### src/rtl/spart_pkg.sv
`default_nettype none
// ============================================================================
// Package     : spart_pkg
// Description : Shared offsets, status bit positions and FSM state encoding
//               for the SPART bus master.
// Revision    : 1.0 - initial release
// ============================================================================
package spart_pkg;

    // Register offsets (in words) inside the SPART window
    localparam logic [1:0] TX_OFF   = 2'd0;
    localparam logic [1:0] RX_OFF   = 2'd1;
    localparam logic [1:0] STAT_OFF = 2'd2;

    // Status register bit positions
    localparam int RDA_BIT = 0;   // receive data available
    localparam int TBR_BIT = 1;   // transmit buffer ready

    typedef enum logic [1:0] {
        ST_IDLE  = 2'd0,
        ST_POLL  = 2'd1,
        ST_RD_RX = 2'd2,
        ST_WR_TX = 2'd3
    } spart_bm_state_t;

    // Absolute bus address of a register inside the window
    function automatic logic [31:0] reg_addr(input logic [31:0] base, input logic [1:0] off);
        return base + {30'd0, off};
    endfunction

endpackage
`default_nettype wire

### src/rtl/spart_bus_timer.sv
`default_nettype none
// ============================================================================
// Module      : spart_bus_timer
// Description : Request timeout counter. Counts cycles a bus request waits
//               without acknowledge and flags expiry on the last allowed one.
// Revision    : 1.0 - initial release
// ============================================================================
module spart_bus_timer #(
    parameter int TIMEOUT = 16
) (
    input  logic clk,
    input  logic rst_n,
    input  logic clr_i,     // restart from zero (state entry)
    input  logic en_i,      // request held and not acknowledged this cycle
    output logic expire_o   // this un-acked cycle is the last one allowed
);

    // TIMEOUT-1 is the largest value ever held, so $clog2(TIMEOUT) bits suffice
    localparam int CNT_W = (TIMEOUT > 2) ? $clog2(TIMEOUT) : 1;

    logic [CNT_W-1:0] count_q;

    // Wait counter: clear has priority, otherwise count un-acked cycles
    always_ff @(posedge clk or negedge rst_n) begin
        if (!rst_n) begin
            count_q <= '0;
        end else if (clr_i) begin
            count_q <= '0;
        end else if (en_i) begin
            count_q <= count_q + 1'b1;
        end
    end

    assign expire_o = en_i && (count_q == CNT_W'(TIMEOUT - 1));

endmodule
`default_nettype wire

### src/rtl/spart_bus_master.sv
`default_nettype none
// ============================================================================
// Module      : spart_bus_master
// Description : Bus initiator for the SPART register window. Polls status,
//               writes pending TX bytes, drains RX bytes into a local stream,
//               and aborts any request that is not acknowledged in time.
// Revision    : 1.0 - initial release
// ============================================================================
module spart_bus_master
    import spart_pkg::*;
#(
    parameter logic [31:0] BASE_ADDR = 32'h0000_001C,
    parameter int          POLL_GAP  = 4,
    parameter int          TIMEOUT   = 16
) (
    input  logic        clk,
    input  logic        rst_n,
    input  logic [7:0]  tx_data,
    input  logic        tx_valid,
    output logic        tx_ready,
    output logic [7:0]  rx_data,
    output logic        rx_valid,
    input  logic        rx_ready,
    output logic        write_o,
    output logic        read_o,
    output logic [31:0] addr_o,
    output logic [31:0] data_o,
    input  logic [31:0] data_i,
    input  logic        ack_i,
    output logic        err_o
);

    localparam int GAP_W = $clog2(POLL_GAP + 1) + 1;

    spart_bm_state_t state_q, state_d;
    logic [GAP_W-1:0] gap_q, gap_d;
    logic             tx_pend_q, tx_pend_d;
    logic [7:0]       tx_byte_q, tx_byte_d;
    logic [7:0]       rx_data_q, rx_data_d;
    logic             rx_valid_q, rx_valid_d;
    logic             err_q, err_d;

    logic req_active;
    logic timer_clr;
    logic timer_expire;
    logic data_hi_unused;

    // Only the low byte of read data carries status or RX payload
    assign data_hi_unused = ^data_i[31:8];

    assign req_active = (state_q != ST_IDLE);
    assign timer_clr  = (state_d != state_q);

    spart_bus_timer #(
        .TIMEOUT (TIMEOUT)
    ) u_timer (
        .clk      (clk),
        .rst_n    (rst_n),
        .clr_i    (timer_clr),
        .en_i     (req_active && !ack_i),
        .expire_o (timer_expire)
    );

    // State and storage registers
    always_ff @(posedge clk or negedge rst_n) begin
        if (!rst_n) begin
            state_q    <= ST_IDLE;
            gap_q      <= '0;
            tx_pend_q  <= 1'b0;
            tx_byte_q  <= 8'h00;
            rx_data_q  <= 8'h00;
            rx_valid_q <= 1'b0;
            err_q      <= 1'b0;
        end else begin
            state_q    <= state_d;
            gap_q      <= gap_d;
            tx_pend_q  <= tx_pend_d;
            tx_byte_q  <= tx_byte_d;
            rx_data_q  <= rx_data_d;
            rx_valid_q <= rx_valid_d;
            err_q      <= err_d;
        end
    end

    // Next-state logic: stream handshakes, bus sequencing and timeout abort
    always_comb begin
        state_d    = state_q;
        tx_pend_d  = tx_pend_q;
        tx_byte_d  = tx_byte_q;
        rx_data_d  = rx_data_q;
        rx_valid_d = rx_valid_q;
        err_d      = 1'b0;

        // TX holding register refills only once the previous byte is gone
        if (tx_valid && !tx_pend_q) begin
            tx_pend_d = 1'b1;
            tx_byte_d = tx_data;
        end

        if (rx_valid_q && rx_ready) begin
            rx_valid_d = 1'b0;
        end

        case (state_q)
            ST_IDLE: begin
                if (gap_q == GAP_W'(POLL_GAP)) begin
                    state_d = ST_POLL;
                end
            end
            ST_POLL: begin
                if (ack_i) begin
                    // RX first so the SPART receive buffer cannot overrun
                    if (data_i[RDA_BIT] && !rx_valid_q) begin
                        state_d = ST_RD_RX;
                    end else if (data_i[TBR_BIT] && tx_pend_q) begin
                        state_d = ST_WR_TX;
                    end else begin
                        state_d = ST_IDLE;
                    end
                end else if (timer_expire) begin
                    state_d = ST_IDLE;
                    err_d   = 1'b1;
                end
            end
            ST_RD_RX: begin
                if (ack_i) begin
                    rx_data_d  = data_i[7:0];
                    rx_valid_d = 1'b1;
                    state_d    = ST_IDLE;
                end else if (timer_expire) begin
                    state_d = ST_IDLE;
                    err_d   = 1'b1;
                end
            end
            ST_WR_TX: begin
                if (ack_i) begin
                    tx_pend_d = 1'b0;
                    state_d   = ST_IDLE;
                end else if (timer_expire) begin
                    // Byte stays pending and is retried after a fresh poll
                    state_d = ST_IDLE;
                    err_d   = 1'b1;
                end
            end
            default: begin
                state_d = ST_IDLE;
            end
        endcase

        // Gap counter runs only while staying in IDLE, so entry sees zero
        if (state_q == ST_IDLE && state_d == ST_IDLE) begin
            gap_d = gap_q + 1'b1;
        end else begin
            gap_d = '0;
        end
    end

    // Moore decode of the bus request from registered state
    always_comb begin
        write_o = 1'b0;
        read_o  = 1'b0;
        addr_o  = 32'h0;
        data_o  = 32'h0;
        case (state_q)
            ST_POLL: begin
                read_o = 1'b1;
                addr_o = reg_addr(BASE_ADDR, STAT_OFF);
            end
            ST_RD_RX: begin
                read_o = 1'b1;
                addr_o = reg_addr(BASE_ADDR, RX_OFF);
            end
            ST_WR_TX: begin
                write_o = 1'b1;
                addr_o  = reg_addr(BASE_ADDR, TX_OFF);
                data_o  = {24'h0, tx_byte_q};
            end
            default: begin
            end
        endcase
    end

    assign tx_ready = !tx_pend_q;
    assign rx_data  = rx_data_q;
    assign rx_valid = rx_valid_q;
    assign err_o    = err_q;

endmodule
`default_nettype wire

### config.mk
export PLATFORM = sky130hd
export DESIGN_NAME = spart_bus_master
export DESIGN_NICKNAME = d
export VERILOG_FILES = /design/src/rtl/spart_pkg.sv /design/src/rtl/spart_bus_timer.sv /design/src/rtl/spart_bus_master.sv
export SDC_FILE = /design/constraint.sdc
export NUM_CORES = 1
export LEC_CHECK = 0
export ABC_AREA = 0
export ABC_CLOCK_PERIOD_IN_PS = 2100
export BUFFER_PORTS_ARGS = -buffer_cell sky130_fd_sc_hd__buf_2
export CORE_MARGIN = 2
export CORE_UTILIZATION = 30
export DETAILED_ROUTE_END_ITERATION = 8
export PLACE_DENSITY = 0.65
export SETUP_SLACK_MARGIN = 0.5
export SLEW_MARGIN = 20
export SYNTH_ARGS = -nofsm -noshare
export SYNTH_HDL_FRONTEND = slang
export SYNTH_SLANG_ARGS = --single-unit
### constraint.sdc
create_clock -name clk -period 2.1 [get_ports clk]
set_input_delay 0.42 -clock clk [delete_from_list [all_inputs] [get_ports clk]]
set_output_delay 0.42 -clock clk [all_outputs]
set_load 0.03 [all_outputs]
==> results.py <==
metrics = {
    "critical_path": {
        "crit_type": "register to output port",
        "crit_path_start_kind": "register",
        "cp-startpoint": "state_q[0]$_DFF_PN0_",
        "endpoint_kind": "output port",
        "crit_fanout": 7,
        "crit_required_ps": 1680,
        "arrival_ps": 1380,
        "rr_startpoint": "state_q[1]$_DFF_PN0_",
    },
    "logic_synthesis": {
        "synth-edff-count": 0,
        "ys_warn_count": 0,
        "syn_inst": 182,
        "ys.flop_type": "dfrtp_1",
        "synthesis.area_um2": 1876,
        "ys_seq_area_share_pct": 38.69,
        "netlist.area_leader.share_pct": 38.69,
        "ys_types": 37,
        "syn_avg_cell_area_um2": 10.31,
        "netlist_top_cells_area": "dfrtp_1 39%, buf_4 21%, mux2_2 9.6%",
        "ys_async_sr_fraction_pct": 100.0,
        "synth_top_area_cell": "dfrtp_1",
        "synth_seq_cells": 29,
    },
    "route": {
        "drc": 0,
        "vias": 1347,
        "drtIter0Drc": 26,
        "viasPerCell": 4.145,
        "first_pass_iters": 4,
        "wirelength_um": 3687,
        "drt-wirelength-per-cell_um": 11.34,
        "drtAntennaViolNets": 0,
    },
    "die": {
        "rows": 28,
        "die_h_um": 83.07,
        "initial_utilization_pct": 31.31,
        "design.core.area_um2": 5991,
        "ioPinCount": 122,
        "die_w_um": 83.07,
        "die_area_um2": 6901,
    },
    "final_layout": {
        "area_growth_pct": 31.29,
        "final_nets": 301,
        "drive_above_1_share_pct": 50.00,
        "finalInstanceArea_um2": 2462,
        "insertedDiodeCount": 0,
        "fill_cells": 586,
    },
    "clock_network": {
        "clk_pin_slew_ps": 60,
        "cts_max_level": 2,
        "cts_hold_buf": 0,
        "cts_tree": "built",
        "clk_latency_ps": 280,
        "cts-root-buf": "clkbuf_8",
        "cts_buffer_depth": 2,
        "cts_sinks": 29,
        "cts_made_buffers": 5,
    },
    "power_and_ir_drop": {
        "vdd_drop_max_v": 0.0005460,
        "fin_total_pwr_uw": 2995,
        "p_leak_uw": 0.001226,
        "p_per_area_nw_per_um2": 1216,
    },
    "sta": {
        "skew_ps": 4.290,
        "slew_headroom_pct": 55.45,
        "max_freq_ghz": 0.5555,
        "timing.hold.ws_ps": 176.7,
        "hold_viol": 0,
        "slew_viol_final": 0,
        "tightest_slew_ps": 668.3,
        "rsz0062_at_grt": "true",
        "period_needed_ps": 1800,
        "finalSetupViolCount": 0,
        "fin_tns_setup_ps": 0,
        "period_share_pct": 85.73,
    },
    "global_routing": {
        "grt_usage_pct": 9.925,
        "grt-ovfl-total": 0,
        "antenna_found_initial": 0,
        "grt_pass1_wl_um": 5471,
        "grt_max_degree": 30,
        "grt_pass1_vias": 1171,
    },
    "min_path": {
        "min_path_type": "input pin to async pin",
    },
    "job": {
        "cap_viol_max_count": 0,
    },
    "placement": {
        "dpl-instance-area_um2": 2018,
        "gp_congestion": 0.8623,
        "hpwl_um": 2476,
        "io_buffers": 46,
    },
    "run_status": {
        "status": "finished, final reports clean",
    },
}
## state kept, by name, indices dropped and copies added, names as in the netlist
register         count
rx_data              8
rx_valid             1
state_q              2
tx_byte_q            8
u_timer.count_q      4
gap_q                4
tx_pend_q            1
err_o                1
## final timing paths
check	endpoint	slack (ps)	cells past startpoint
max reg2reg	u_timer.count_q[3]$_DFFE_PN0P_	330	6
max	data_o[3]	300	5
min	rx_data[6]$_DFFE_PN0P_	180	1
min in group clk	rx_valid$_DFF_PN0_	320	2
min reg2reg	gap_q[0]$_DFF_PN0_	490	1
max in group asynchronous	gap_q[0]$_DFF_PN0_	1450	1
## metrics by stage
step	utilization, %	setup WS [ps]	cells
after global placement	33.69	238.8	299
final	41.10	299.7	325
after floorplan	-	421.7	232
after global routing	41.10	252.8	325
after CTS	37.89	293.8	315
after detailed placement	33.69	202.9	299
## synthesized netlist by cell type (all sizes together), types with 2 or more instances
cell type	n
a211oi	3
a21oi	3
a22oi	2
and2	8
and2b	2
buf	54
clkbuf	2
dfrtp	29
ha	7
inv	8
mux2	16
nand2	8
nand3	2
nand4	2
nor2	10
nor2b	2
nor3	2
nor4	2
o21ai	5
xnor2	2
xor2	3
## critical path, cell delays in order (launching register included)
cell and delay, ps:
dfrtp_2 410, buf_6 130, ha_4 180, buf_6 140, and2_4 130, buf_6 130
## cell usage in the layout, fill, tap and decap left out, types with 3 or more instances in the layout
cell and instances:
nand2_1 8, dfrtp_1 26, conb_1 51, ha_1 3, nor2_1 6, xor2_1 3
nor2_4 4, dfrtp_2 3, a21oi_1 3, ha_4 4, clkbuf_8 6, and2_4 3
buf_4 16, mux2_2 16, buf_2 32, and2_2 5, inv_1 5, buf_6 18
## layout make-up
type / count / area, um^2 / area share, %
Tap cell: 75 / 93.84 / 3.811
Inverter: 8 / 40.04 / 1.626
Sequential cell: 29 / 729.5 / 29.62
Multi-Input combinational cell: 139 / 1026 / 41.67
Clock buffer: 8 / 90.09 / 3.659
Timing Repair Buffer: 66 / 483.0 / 19.61
## report_power, final
part,total (uW),internal (uW),switching [uW]
clock network,471,267,204
logic,1640,712,926
registers,886,762,124
total,2990,1740,1250
## routing by layer
layer  vias to the layer above  part of all wire, %  track usage [%]
met2                        59                   51            15.84
li1                        637                    -                -
met5                         -                    0                0
met4                         0                 0.95            4.471
met3                         4                  6.2            3.579
met1                       647                   42            11.95
## cell families (layout without fill, tap and decap cells)
group,after synthesis,after routing,share of synthesized area [%]
buffers and inverters,64,82,24.35
DFF,29,29,38.69
and+or+nand+nor,43,43,14.21
muxes,16,16,9.606
other,1,51,0.1999
AOI/OAI and AO/OA,17,17,5.937
xor gates and xnor gates,5,5,2.335
adders and majority gates,7,7,4.670
## timing repair
action	4_1_cts	5_1_grt
setup endpoints to repair	24	25
gates resized for setup	32	36
pin swaps	1	9
buffers inserted	8	10
Power figures use the tool's default switching activity.
